`config.mk`:
```
export PLATFORM = sky130hd
export DESIGN_NAME = prog_truth_table
export DESIGN_NICKNAME = d
export VERILOG_FILES = /design/src/rtl/prog_tt_pkg.sv /design/src/rtl/tt_shift_loader.sv /design/src/rtl/prog_truth_table.sv
export SDC_FILE = /design/constraint.sdc
export NUM_CORES = 1
export LEC_CHECK = 0
export CAP_MARGIN = 20
export CORE_MARGIN = 2
export CORE_UTILIZATION = 30
export CTS_CLUSTER_DIAMETER = 50
export DETAILED_ROUTE_END_ITERATION = 8
export SYNTH_ARGS = -nofsm -noshare
export SYNTH_HDL_FRONTEND = slang
export SYNTH_SLANG_ARGS = --single-unit
export TNS_END_PERCENT = 100
```
`constraint.sdc`:
```
create_clock -name clk -period 1.4 [get_ports clk]
set_input_delay 0.35 -clock clk [delete_from_list [all_inputs] [get_ports clk]]
set_output_delay 0.35 -clock clk [all_outputs]
set_load 0.05 [all_outputs]
```
`src/rtl/prog_tt_pkg.sv`:
```
`default_nettype none
// ============================================================================
// Module   : prog_tt_pkg
// Purpose  : Shared definitions for the programmable truth-table unit:
//            load-FSM state encoding and the table-width helper.
// Ports    : none (package)
// Revision : 1.0 - initial release
// ============================================================================
package prog_tt_pkg;

  // Load sequencer states.
  typedef enum logic {
    IDLE = 1'b0,
    LOAD = 1'b1
  } load_state_e;

  // Number of table entries for an n-input function.
  function automatic int tt_w(input int n);
    return 1 << n;
  endfunction

endpackage
`default_nettype wire

```
`src/rtl/tt_shift_loader.sv`:
```
`default_nettype none
// ============================================================================
// Module   : tt_shift_loader
// Purpose  : Serial loader for a truth table. Collects TT_W bits MSB-first into
//            a shadow register and flags the cycle on which the table completes.
// Ports    : clk, reset  - clock, synchronous active-high reset
//            i_start     - begin (or restart) a load; wins over i_valid
//            i_valid     - i_bit carries a table bit this cycle
//            i_bit       - serial table bit, MSB first
//            o_shadow    - completed table (shadow with the current bit appended),
//                          meaningful when o_commit is high
//            o_commit    - high in the cycle whose edge accepts the last bit
//            o_busy      - a load is in progress
// Revision : 1.0 - initial release
// ============================================================================
module tt_shift_loader
  import prog_tt_pkg::*;
#(
  parameter int N_IN = 3
) (
  input  logic                    clk,
  input  logic                    reset,
  input  logic                    i_start,
  input  logic                    i_valid,
  input  logic                    i_bit,
  output logic [tt_w(N_IN)-1:0]   o_shadow,
  output logic                    o_commit,
  output logic                    o_busy
);

  localparam int             c_tt_w      = tt_w(N_IN);
  // Counter is one bit wider than the index so the full count does not wrap.
  localparam logic [N_IN:0]  c_cnt_full  = (N_IN+1)'(c_tt_w);

  load_state_e          r_state;
  logic [N_IN:0]        r_cnt;
  logic [c_tt_w-1:0]    r_shadow;

  logic [c_tt_w-1:0]    w_shift;
  logic [N_IN:0]        w_cnt_inc;
  logic                 w_accept;
  logic                 w_commit;

  assign w_shift   = {r_shadow[c_tt_w-2:0], i_bit};
  assign w_cnt_inc = r_cnt + 1'b1;
  // A start in the same cycle drops the bit.
  assign w_accept  = (r_state == LOAD) && i_valid && !i_start;
  assign w_commit  = w_accept && (w_cnt_inc == c_cnt_full);

  // The completed table is handed over combinationally so the top can commit
  // it on the very edge that accepts the last bit.
  assign o_shadow  = w_shift;
  assign o_commit  = w_commit;
  assign o_busy    = (r_state == LOAD);

  always_ff @(posedge clk) begin
    if (reset) begin
      r_state  <= IDLE;
      r_cnt    <= '0;
      r_shadow <= '0;
    end else begin
      case (r_state)
        IDLE: begin
          if (i_start) begin
            r_state  <= LOAD;
            r_cnt    <= '0;
            r_shadow <= '0;
          end
        end
        LOAD: begin
          if (i_start) begin
            // Restart: discard the partial table, stay in LOAD.
            r_cnt    <= '0;
            r_shadow <= '0;
          end else if (i_valid) begin
            r_shadow <= w_shift;
            r_cnt    <= w_cnt_inc;
            if (w_commit) begin
              r_state <= IDLE;
            end
          end
        end
        default: r_state <= IDLE;
      endcase
    end
  end

endmodule
`default_nettype wire

```
`src/rtl/prog_truth_table.sv`:
```
`default_nettype none
// ============================================================================
// Module   : prog_truth_table
// Purpose  : Registered N-input boolean function unit backed by a truth table
//            that can be reloaded serially while evaluation keeps running.
// Ports    : clk, reset            - clock, synchronous active-high reset
//            in_valid, in_vec      - evaluation request; in_vec is the table index
//            out_valid, y          - result, one cycle after in_valid
//            cfg_start             - begin/restart a table load
//            cfg_valid, cfg_bit    - serial table bits, MSB (index TT_W-1) first
//            cfg_busy              - load in progress
//            cfg_done              - one-cycle pulse after the new table commits
// Revision : 1.0 - initial release
// ============================================================================
module prog_truth_table
  import prog_tt_pkg::*;
#(
  parameter int                   N_IN    = 3,
  parameter logic [tt_w(N_IN)-1:0] INIT_TT = 8'h31
) (
  input  logic              clk,
  input  logic              reset,
  input  logic              in_valid,
  input  logic [N_IN-1:0]   in_vec,
  output logic              out_valid,
  output logic              y,
  input  logic              cfg_start,
  input  logic              cfg_valid,
  input  logic              cfg_bit,
  output logic              cfg_busy,
  output logic              cfg_done
);

  localparam int c_tt_w = tt_w(N_IN);

  logic [c_tt_w-1:0] r_active_tt;
  logic              r_y;
  logic              r_out_valid;
  logic              r_cfg_done;

  logic [c_tt_w-1:0] w_shadow;
  logic              w_commit;
  logic              w_busy;

  tt_shift_loader #(
    .N_IN (N_IN)
  ) u_loader (
    .clk      (clk),
    .reset    (reset),
    .i_start  (cfg_start),
    .i_valid  (cfg_valid),
    .i_bit    (cfg_bit),
    .o_shadow (w_shadow),
    .o_commit (w_commit),
    .o_busy   (w_busy)
  );

  // Evaluation reads r_active_tt before this edge's update, so a lookup on
  // the commit edge still sees the old table.
  always_ff @(posedge clk) begin
    if (reset) begin
      r_active_tt <= INIT_TT;
      r_y         <= 1'b0;
      r_out_valid <= 1'b0;
      r_cfg_done  <= 1'b0;
    end else begin
      r_out_valid <= in_valid;
      if (in_valid) begin
        r_y <= r_active_tt[in_vec];
      end
      if (w_commit) begin
        r_active_tt <= w_shadow;
      end
      r_cfg_done <= w_commit;
    end
  end

  assign y         = r_y;
  assign out_valid = r_out_valid;
  assign cfg_done  = r_cfg_done;
  assign cfg_busy  = w_busy;

endmodule
`default_nettype wire

```
==> metrics.md, run 1 <==
| Metric | Value |
|---|---|
| Placed inst area | 1240 µm² |
| Slowest CP cell | dfxtp_2 |
| P_leak | 0.000462 µW |
| Final worst slack | 0.0414 ns |
| CP endpoint kind | register |
| Total CTS buffers | 3 |
| Mapped Area | 986 µm² |
| Synth Instances | 105 |
| Max-Cap Viols | 0 |
| Setup Viol. Count Final | 0 |
| Async SR Flop Fraction | 0 |
| Crit-path cells | ha_4 -> xnor2_2 -> nand4b_1 -> nor2_4 -> buf_12 -> mux2i_2 |
| Final non-filler cell area | 1330 µm² |
| Tot GR Track Use | 0.110 |
| Post-route ant nets | 0 |
| Fin. max-slew vios | 0 |
| Vias per inst | 4.31 |
| Standard-cell rows | 20 |
| Area growth syn-to-layout | 34.4% |
| 1st-iter DRT viols | 10 |
| Fin crit share | 0.970 |
| Average wire per cell in the routed design | 10.7 µm |
| Initial Util | 0.320 |
| CTS Buffer Depth | 2 |
| Vias in the first global route | 664 |
| Die Width | 61.3 µm |
| Least-Margin Pin Slew | 0.226 ns |
| Worst-path fanout max | 5 |
| Grt peak-use layer | met2 |
| Gr ovfl total | 0 |
| Slew HR | 0.849 |
| WP data required | 1.63 ns |
| Total DRC errors in the routed layout | 0 |
| Synth warn | 0 |
| Antenna diode count | 0 |
| Worst Hold Class | in2reg |
| Status | finished clean |
| Final Non-Filler Cells | 169 |
| CTS root buffer | clkbuf_4 |
| Layout cell share with drive strength beyond 1 | 0.216 |
| Die Area | 3760 µm² |
| Floorplan core area | 3080 µm² |
| Power Density | 821 nW/µm² |
| DP Wirelength | 1340 µm |
| Worst-path clk slew | 0.12 ns |
| Number of enable flip-flop cells after synthesis | 0 |
| I/O Buffers | 12 |
| First-pass GRT wire length | 2990 µm |
| Worst Skew | 0.00377 ns |
| Yosys reg bits | 23 |
| Largest stage delay, worst path | 0.36 ns |
| Final hold slack | 0.465 ns |
| Routed vias | 728 |
| Largest net degree at the start of global routing | 21 |
| Tmin final | 1.36 ns |
| Peak VDD IR | 0.268 mV |
| GR Util met1 | 0.131 |
| Sequential share of the synthesized area | 0.467 |
| Critical path type | reg2reg |
| DRT Pass-1 Iters | 4 |
| Sink Count | 23 |
| Worst EP arrival | 1.59 ns |
| Nets | 137 |
| I/O Pins | 13 |
| Worst skew pair latency | 0.30 ns |
| Reg2reg setup slack | 0.04 ns |
| Dpl cells | 163 |
| Initial antenna violation count | 0 |
| Cts hold-fix bufs | 0 |
| Syn Nets | 116 |
| GPL Wtd Cong | 0.698 |
| Final hold violation count | 0 |
| Avg Cell Area, Syn | 9.39 µm² |
| # H-tree levels | 1 |
| Final WL | 1810 µm |
| Post-synth cell types | 24 |
| CP Launch Type | register |
| RSZ-0062 raised after global routing | true |
| FMAX | 0.736 GHz |
| Routing usage on met3 | 0.0210 |
| Grt met2 use | 0.187 |
| Die Y | 61.3 µm |
| CTS tree | yes |
| Most used DFF post-synth | dfxtp_1 |
| Dpl ws | -0.439 ns |
[kinds of logic (layout without fill, tap and decap cells)]
kind of cell | after synthesis | after routing | share of synthesized area
AOI/OAI and AO/OA | 11 | 11 | 0.0634
xor gates and xnor gates | 4 | 4 | 0.0355
adders and majority gates | 2 | 2 | 0.0254
buffers and inverters | 5 | 25 | 0.0317
DFF | 23 | 23 | 0.467
muxes | 13 | 13 | 0.145
and+or+nand+nor | 47 | 47 | 0.232
[path summary, 6_finish.rpt]
check                             from  depth (start not counted)                   end
setup reg to reg     u_loader.r_cnt[0]                          6        r_active_tt[7]
hold / removal               cfg_valid                          4     u_loader.r_cnt[3]
setup / recovery     u_loader.r_cnt[0]                          6        r_active_tt[7]
hold reg to reg   u_loader.r_shadow[6]                          2  u_loader.r_shadow[6]
[layer usage]
metal,vias to the layer above,part of all wire
met2,9,0.49
met1,328,0.47
met4,0,0.015
li1,389,-
met5,-,0
met3,2,0.029
[cell type report]
cell class                      instances  area (µm²)
Tap cell                               44        55.1
Sequential cell                        23         464
Fill cell                             310        1750
Clock buffer                            4        26.3
Multi-Input combinational cell         77         520
Timing Repair Buffer                   21         259
[what timing repair did]
| action | in CTS | in global routing |
|---|---|---|
| buffers inserted | 0 | 1 |
| gates cloned | 0 | 1 |
| pin swaps | 2 | 1 |
| resized for setup | 2 | 7 |
| endpoints found under the setup margin | 4 | 9 |
[cell usage in the layout, fill, tap and decap left out, drive strengths merged, types with 2 or more instances in the layout]
cell,instances
dfxtp,23
nand2,18
mux2i,12
buf,12
nor2,11
nand2b,10
a21oi,9
clkdlybuf4s50,6
clkbuf,5
xor2,2
nor2b,2
xnor2,2
ha,2
[per-stage QoR]
stage               TNS, ns  total power [µW]  utilization
floorplan                 0               748            -
global placement      -3.98               810        0.402
detailed placement    -4.43               811        0.402
CTS                       0              1100        0.411
global route         -0.375              1160        0.430
finish                    0              1090        0.430
[flip-flops by register name (all words and copies together), names as in the netlist]
register	flops
r_active_tt	8
u_loader.r_shadow	7
u_loader.r_cnt	4
cfg_done	1
out_valid	1
u_loader.o_busy	1
y	1
[worst max-delay path, delay by kind of cell (launching register included)]
kind / cells / cell delay, ns
adders and majority gates: 1 / 0.17
xor gates and xnor gates: 1 / 0.11
DFF: 1 / 0.36
buffers and inverters: 1 / 0.14
and+or+nand+nor: 2 / 0.34
muxes: 1 / 0.18
[report_power, final]
part           total (µW)  leakage [µW]  switching (µW)  internal [µW]
Clock                 292     0.0000150             181            111
Combinational         126      0.000259            59.0           66.8
Sequential            670      0.000187            8.11            662
[Yosys cell counts, types with 2 or more instances]
cell / n / area, µm²
xnor2_1: 2 / 17.5
mux2i_1: 12 / 120
nor2_1: 10 / 37.5
ha_1: 2 / 25.0
clkbuf_1: 2 / 7.51
dfxtp_1: 23 / 460
nor2b_1: 2 / 12.5
a21oi_1: 9 / 45.0
nand2_1: 18 / 67.6
xor2_1: 2 / 17.5
nand2b_1: 10 / 62.6
Note: power is estimated with default switching activity, not from simulation.
==> inputs of run 2 (changes only) <==
--- a/config.mk
+++ b/config.mk
@@ -12,5 +12,6 @@
 export DETAILED_ROUTE_END_ITERATION = 8
 export SYNTH_ARGS = -nofsm -noshare
 export SYNTH_HDL_FRONTEND = slang
+export SYNTH_HIERARCHICAL = 1
 export SYNTH_SLANG_ARGS = --single-unit
 export TNS_END_PERCENT = 100
==> run 2 against run 1 <==
Compared with the run above:
- the flow now finishes with violations (negative setup slack)
- via count fell by 0.82%
- register-to-register slack got worse by 0.19 ns
- clock skew rose by 0.00088 ns
- hold slack improved by 0.0067 ns
- clock-buffer cell count fell by 1
- global-route usage rose by 1.1 points
- synthesized area fell by 2.3%
- maximum frequency fell by 12%
- sequential share of layout area rose by 1.1 points
- die area fell by 2.1%
- sequential cell count did not move
- sequential power fell by 0.6%
==> metrics.md, run 2 <==
| Metric | Value |
|---|---|
| P_leak | 0.000452 µW (was 0.000462 µW) |
| Worst Skew | 0.00466 ns (was 0.00377 ns) |
| Dominant cells by area after synthesis | dfxtp_1 (48%), mux2i_1 (9.4%), nand2_1 (6.6%) (was dfxtp_1 (47%), mux2i_1 (12%), nand2_1 (6.9%)) |
| WP data required | 1.60 ns (was 1.63 ns) |
| Largest register FFs | 8 (unchanged) |
| Placed inst area | 1280 µm² (was 1240 µm²) |
| Least-Margin Pin Slew | 0.222 ns (was 0.226 ns) |
| DRT Pass-1 Iters | 2 (was 4) |
| Cts hold-fix bufs | 0 (unchanged) |
| Fin. max-slew vios | 0 (unchanged) |
| Tot GR Track Use | 0.121 (was 0.110) |
| CP endpoint kind | register (unchanged) |
| CP endpoint | r_active_tt[4] (was r_active_tt[7]) |
| Final hold slack | 0.472 ns (was 0.465 ns) |
| 1st-iter DRT viols | 8 (was 10) |
| Xor and xnor area share after synthesis | 0.0364 (was 0.0355) |
| Async SR Flop Fraction | 0 (unchanged) |
| Commonest cells after routing, fill and taps aside | dfxtp_1 (19), nand2_1 (17), nor2_1 (10), mux2i_1 (9), a21oi_1 (9) (was dfxtp_1 (20), nand2_1 (18), mux2i_1 (11), nor2_1 (10), nand2b_1 (10)) |
| Avg Cell Area, Syn | 9.63 µm² (was 9.39 µm²) |
| Routed vias | 722 (was 728) |
| Hold path startpoint | u_loader/r_shadow[6] (was cfg_valid) |
| Final Power | 1090 µW (about the same) |
| Failing checks | negative setup slack |
| Power Density | 828 nW/µm² (was 821 nW/µm²) |
| Multiplexer area fraction after synthesis | 0.117 (was 0.145) |
| Total DRC errors in the routed layout | 0 (unchanged) |
| Post-synth top cells | dfxtp_1 (23), nand2_1 (17), nor2_1 (10) (was dfxtp_1 (23), nand2_1 (18), mux2i_1 (12)) |
| Number of enable flip-flop cells after synthesis | 0 (unchanged) |
| Worst hold path stage count | 2 (was 4) |
| Floorplan core area | 3050 µm² (was 3080 µm²) |
| Gr ovfl total | 0 (unchanged) |
| Synth Instances | 100 (was 105) |
| Post-route ant nets | 0 (unchanged) |
| Die Y | 60.7 µm (was 61.3 µm) |
| RSZ-0062 raised after global routing | true (unchanged) |
| Compound-gate portion of the synthesized area | 0.104 (was 0.0635) |
| Fin crit share | 1.11 (was 0.970) |
| Synthesized-area fraction occupied by adder cells | 0.0260 (was 0.0254) |
| Max-Cap Viols | 0 (unchanged) |
| Standard-cell rows | 20 (unchanged) |
| Largest stage delay, worst path | 0.41 ns (was 0.36 ns) |
| Yosys reg bits | 23 (unchanged) |
| Setup Viol. Count Final | 8 (was 0) |
| Tmin final | 1.55 ns (was 1.36 ns) |
| Vias per inst | 4.46 (was 4.31) |
| Worst Hold Class | reg2reg (was in2reg) |
| Area growth syn-to-layout | 36.5% (was 34.4%) |
| Final WL | 1850 µm (was 1810 µm) |
| Average wire per cell in the routed design | 11.4 µm (was 10.7 µm) |
| DP Wirelength | 1440 µm (was 1340 µm) |
| Sink Count | 23 (unchanged) |
| Most common cell after layout, fill and taps aside | dfxtp_1 (unchanged) |
| Slowest CP cell | dfxtp_4 (was dfxtp_2) |
| Largest net degree at the start of global routing | 14 (was 21) |
| Most used DFF post-synth | dfxtp_1 (unchanged) |
| Layout cell share with drive strength beyond 1 | 0.246 (was 0.216) |
| Synth warn | 6 (was 0) |
| Worst r2r src | u_loader/r_cnt[0] (was u_loader.r_cnt[0]) |
| Mapped Area | 963 µm² (was 986 µm²) |
| Largest area contributor in the netlist | dfxtp_1 (unchanged) |
| Worst EP arrival | 1.75 ns (was 1.59 ns) |
| Sequential share of the synthesized area | 0.478 (was 0.467) |
| Antenna diode count | 0 (unchanged) |
| Area share of the largest cell type after synthesis | 0.478 (was 0.467) |
| Reg with most FFs | r_active_tt (unchanged) |
| Crit-path cells | ha_1 -> nand2b_1 -> nor4_4 -> buf_6 -> nor2b_1 -> a211o_1 (was ha_4 -> xnor2_2 -> nand4b_1 -> nor2_4 -> buf_12 -> mux2i_2) |
| GPL Wtd Cong | 0.668 (was 0.698) |
| Nets | 130 (was 137) |
| Die Width | 60.7 µm (was 61.3 µm) |
| CP Launch Type | register (unchanged) |
| Post-synth cell types | 25 (was 24) |
| Final hold violation count | 0 (unchanged) |
| Top Registers | r_active_tt x8, u_loader/r_shadow x7, u_loader/r_cnt x4 (was r_active_tt x8, u_loader.r_shadow x7, u_loader.r_cnt x4) |
| Vias in the first global route | 738 (was 664) |
| Setup Fix Bufs, Post-CTS | 0 (unchanged) |
| Die Area | 3680 µm² (was 3760 µm²) |
| I/O Buffers | 12 (unchanged) |
| # H-tree levels | 1 (unchanged) |
| Status | complete, but fails checks (was finished clean) |
| Total CTS buffers | 3 (unchanged) |
| Final non-filler cell area | 1320 µm² (was 1330 µm²) |
| Worst skew pair latency | 0.30 ns (about the same) |
| FMAX | 0.646 GHz (was 0.736 GHz) |
| Most frequent cell after synthesis | dfxtp_1 (unchanged) |
| Slew HR | 0.851 (was 0.849) |
| Syn Nets | 111 (was 116) |
| CTS root buffer | clkbuf_4 (unchanged) |
| FF-to-FF End | r_active_tt[4] (was r_active_tt[7]) |
| Initial Util | 0.316 (was 0.320) |
| I/O Pins | 13 (unchanged) |
| Worst setup startpoint | u_loader/r_cnt[0] (was u_loader.r_cnt[0]) |
| CTS Buffer Depth | 2 (unchanged) |
| Reg2reg setup slack | -0.15 ns (was 0.04 ns) |
| Reg2Reg Depth | 6 (unchanged) |
| First-pass GRT wire length | 3260 µm (was 2990 µm) |
| Simple logic cell fraction of the synthesized area | 0.186 (was 0.232) |
| Final worst slack | -0.149 ns (was 0.0414 ns) |
| Peak VDD IR | 0.285 mV (was 0.268 mV) |
| Worst-path clk slew | 0.12 ns (about the same) |
| Critical path type | reg2reg (unchanged) |
| Largest family of logic cells by synthesized area | simple AND/OR/NAND/NOR gates (unchanged) |
| Worst-path fanout max | 11 (was 5) |
| CTS tree | yes (unchanged) |
| Initial antenna violation count | 0 (unchanged) |
[run 2: cell types whose count changed in the layout (fill, tap and decap cells not counted), moves of 2 or more]
| cell | previous run | this run |
|---|---|---|
| nand2b_1 | 10 | 1 |
| dfxtp_4 | 0 | 4 |
| a211o_1 | 0 | 3 |
| dfxtp_2 | 3 | 0 |
| nor2b_1 | 2 | 5 |
| mux2i_1 | 11 | 9 |
| xor2_2 | 0 | 2 |
[run 2: worst min path at each step]
stage	to
floorplan	cfg_done
global placement	u_loader/r_shadow[6]
detailed placement	u_loader/r_shadow[6]
CTS	u_loader/r_shadow[6]
global route	u_loader/r_shadow[6]
finish	u_loader/r_shadow[6]
[run 2: timing repair]
item | CTS | global route
gates cloned | 0 | 0
setup endpoints to repair | 9 | 9
endpoints found under the hold margin | 0 | 0
resized for setup | 2 | 0
pin swaps | 0 | 0
[run 2: metal layers]
layer	global-route usage	wire length (µm)	vias up
met4	0.0559	19	0
met3	0.0192	37	2
li1	-	-	376
met5	0	0	-
met2	0.207	914	9
met1	0.148	874	335
[run 2: power by group]
group | total, µW | internal [µW] | switching [µW]
clock network | 298 | 106 | 192
registers | 666 | 656 | 9.49
logic | 125 | 67.2 | 58.2
total | 1090 | 830 | 259
[run 2: area by class of cell]
class | instances | area, µm²
clock buffer | 3 | 22.5
clock inverter | 1 | 5.00
fill | 313 | 1740
multi-input combinational | 70 | 502
sequential | 23 | 475
tap | 44 | 55.1
timing repair buffer | 21 | 255
[run 2: kinds of logic after synthesis]
group,after synthesis
adders and majority gates,2
and+or+nand+nor,39
muxes,10
buffers and inverters,7
xor gates and xnor gates,4
DFF,23
AOI/OAI and AO/OA,15
[run 2: metrics by stage]
step | utilization | TNS [ns] | worst slack [ns] | cells
final | 0.431 | -0.932 | -0.149 | 162
after global routing | 0.431 | -1.48 | -0.200 | 162
after CTS | 0.431 | -1.04 | -0.160 | 162
after detailed placement | 0.421 | -5.96 | -0.494 | 158
after global placement | 0.421 | -5.56 | -0.460 | 158
after floorplan | - | -0.347 | -0.0805 | 100
[run 2: critical path: cells and delay by family (launching register included)]
kind                     cells  cell delay, ns
adder cells (fa/ha/maj)      1            0.17
AND/OR/NAND/NOR              3            0.46
flip-flops                   1            0.41
buffers and inverters        1            0.19
AO/OA/AOI/OAI                1            0.22
==> inputs of run 3 (changes only) <==
--- a/config.mk
+++ b/config.mk
@@ -6,10 +6,13 @@
 export NUM_CORES = 1
 export LEC_CHECK = 0
 export CAP_MARGIN = 20
+export CORE_ASPECT_RATIO = 1.2
 export CORE_MARGIN = 2
 export CORE_UTILIZATION = 30
+export CTS_BUF_LIST = sky130_fd_sc_hd__clkbuf_4 sky130_fd_sc_hd__clkbuf_8
 export CTS_CLUSTER_DIAMETER = 50
 export DETAILED_ROUTE_END_ITERATION = 8
+export PLACE_DENSITY = 0.52
 export SYNTH_ARGS = -nofsm -noshare
 export SYNTH_HDL_FRONTEND = slang
 export SYNTH_HIERARCHICAL = 1
==> run 3 against run 2 <==
Compared with the run above:
- the run still ends with negative setup slack left
- final cell count is 4.9% lower
- clock-buffer cell count stayed put
- clock power hardly changed
- sequential share of layout area is 0.63 points higher
- hold slack better by 0.013 ns
- clock skew is 0.0021 ns lower
- design area is 1.7% lower
- global-route usage is 0.88 points lower
- largest cell class unchanged
- largest power group unchanged
==> metrics.md, run 3 (synthesized netlist as in run 2, its figures left out) <==
| Metric | Value |
|---|---|
| CP endpoint kind | register (unchanged) |
| Worst EP arrival | 1.72 ns (was 1.75 ns) |
| Top Registers | r_active_tt x8, u_loader/r_shadow x7, u_loader/r_cnt x4 (unchanged) |
| Die Width | 55.7 µm (was 60.7 µm) |
| GPL Wtd Cong | 0.721 (was 0.668) |
| Reg with most FFs | r_active_tt (unchanged) |
| # H-tree levels | 1 (unchanged) |
| CTS tree | yes (unchanged) |
| Final hold violation count | 0 (unchanged) |
| Least-Margin Pin Slew | 0.366 ns (was 0.222 ns) |
| Status | complete, but fails checks (unchanged) |
| Nets | 130 (unchanged) |
| Initial antenna violation count | 0 (unchanged) |
| Fin. max-slew vios | 0 (unchanged) |
| Final WL | 1790 µm (was 1850 µm) |
| Tmin final | 1.51 ns (was 1.55 ns) |
| P_leak | 0.000449 µW (was 0.000452 µW) |
| Register Area | 475 µm² (unchanged) |
| Commonest cells after routing, fill and taps aside | dfxtp_1 (19), nand2_1 (17), nor2_1 (10), mux2i_1 (9), a21oi_1 (9) (unchanged) |
| Fin crit share | 1.08 (was 1.11) |
| Peak VDD IR | 0.384 mV (was 0.285 mV) |
| Dpl cells | 149 (was 158) |
| Vias per inst | 4.65 (was 4.46) |
| FMAX | 0.660 GHz (was 0.646 GHz) |
| Max-Cap Viols | 0 (unchanged) |
| WP data required | 1.61 ns (was 1.60 ns) |
| Area growth syn-to-layout | 34.2% (was 36.5%) |
| Initial Util | 0.315 (was 0.316) |
| Routed vias | 716 (was 722) |
| I/O Buffers | 12 (unchanged) |
| CP Launch Type | register (unchanged) |
| Antenna diode count | 0 (unchanged) |
| DRT Pass-1 Iters | 2 (unchanged) |
| Die Area | 3680 µm² (about the same) |
| Worst Hold Class | reg2reg (unchanged) |
| Power Density | 840 nW/µm² (was 828 nW/µm²) |
| 1st-iter DRT viols | 9 (was 8) |
| Grt peak-use layer | met2 (unchanged) |
| Die Y | 66.1 µm (was 60.7 µm) |
| Multi-input combinational cell area | 502 µm² (unchanged) |
| Floorplan core area | 3060 µm² (was 3050 µm²) |
| Dpl ws | -0.490 ns (was -0.494 ns) |
| Slew HR | 0.756 (was 0.851) |
| Largest net degree at the start of global routing | 14 (unchanged) |
| Final worst slack | -0.115 ns (was -0.149 ns) |
| Total CTS buffers | 3 (unchanged) |
| Layout cell share with drive strength beyond 1 | 0.246 (unchanged) |
| I/O Pins | 13 (unchanged) |
| Worst Skew | 0.00259 ns (was 0.00466 ns) |
| Critical path type | reg2reg (unchanged) |
| DP Wirelength | 1390 µm (was 1440 µm) |
| Gr ovfl total | 0 (unchanged) |
| Worst-path clk slew | 0.12 ns (about the same) |
| Most common cell after layout, fill and taps aside | dfxtp_1 (unchanged) |
| Average wire per cell in the routed design | 11.6 µm (was 11.4 µm) |
| Worst-path fanout max | 10 (was 11) |
| Setup Viol. Count Final | 9 (was 8) |
| Worst skew pair latency | 0.31 ns (was 0.30 ns) |
| GR Util met1 | 0.124 (was 0.148) |
| Placed inst area | 1250 µm² (was 1280 µm²) |
| CTS Buffer Depth | 2 (unchanged) |
| First-pass GRT wire length | 3160 µm (was 3260 µm) |
| Final Non-Filler Cells | 154 (was 162) |
| Grt met2 use | 0.190 (was 0.207) |
| Total DRC errors in the routed layout | 0 (unchanged) |
| Standard-cell rows | 22 (was 20) |
| Post-route ant nets | 0 (unchanged) |
| Final non-filler cell area | 1290 µm² (was 1320 µm²) |
| Failing checks | negative setup slack (unchanged) |
| # fillers | 301 (was 313) |
| Sink Count | 23 (unchanged) |
| Largest register FFs | 8 (unchanged) |
| RSZ-0062 raised after global routing | true (unchanged) |
| Routing usage on met3 | 0.0294 (was 0.0192) |
| Tot GR Track Use | 0.112 (was 0.121) |
| Vias in the first global route | 690 (was 738) |
| CTS root buffer | clkbuf_4 (unchanged) |
[run 3: cell counts in the layout (fill, tap and decap cells not counted)]
No cell type changed its count.
[run 3: power by group]
group	internal, µW	leakage (µW)	switching (µW)
registers	656	0.000189	9.38
clock network	107	0.0000177	194
logic	61.8	0.000242	57.2
total	825	0.000449	261
[run 3: per-layer routing]
layer | vias up | wire length, µm
met5 | - | 0
met4 | 0 | 43
met3 | 4 | 54
met2 | 10 | 874
met1 | 335 | 815
li1 | 367 | -
[run 3: metrics by stage]
stage          hold slack [ns]  power (µW)   util  setup TNS (ns)
2_1_floorplan            0.422         744      -          -0.347
3_3_place_gp             0.456         802  0.411           -6.58
3_5_place_dp             0.472         802  0.411           -6.70
4_1_cts                  0.490        1100  0.423          -0.940
5_1_grt                  0.518        1140  0.423           -1.67
6_report                 0.484        1090  0.423          -0.698
[run 3: critical path, cell delays in order (launching register included)]
cell	delay, ns
dfxtp_4	0.41
ha_1	0.17
nand2b_1	0.10
nor4_4	0.27
buf_6	0.19
nor2b_1	0.06
a211o_1	0.22
[run 3: worst paths after layout]
check / from / to / slack, ns / cells after the start
worst max-delay path: u_loader/r_cnt[0] / r_active_tt[4] / -0.11 / 6
worst min-delay path: u_loader/r_shadow[6] / u_loader/r_shadow[6] / 0.48 / 2
worst max register to register: u_loader/r_cnt[0] / r_active_tt[4] / -0.11 / 6
worst min register to register: u_loader/r_shadow[6] / u_loader/r_shadow[6] / 0.48 / 2
[run 3: layout make-up]
cell class	count	share of cell area
clock inverter	1	0.00387
tap	36	0.0348
multi-input combinational	70	0.388
clock buffer	3	0.0174
sequential	23	0.368
timing repair buffer	21	0.188
[run 3: repair_timing]
| item | CTS | global route |
|---|---|---|
| resized for setup | 2 | 0 |
| buffers inserted | 1 | 0 |
| hold buffers | 0 | 0 |
| setup endpoints to repair | 9 | 9 |
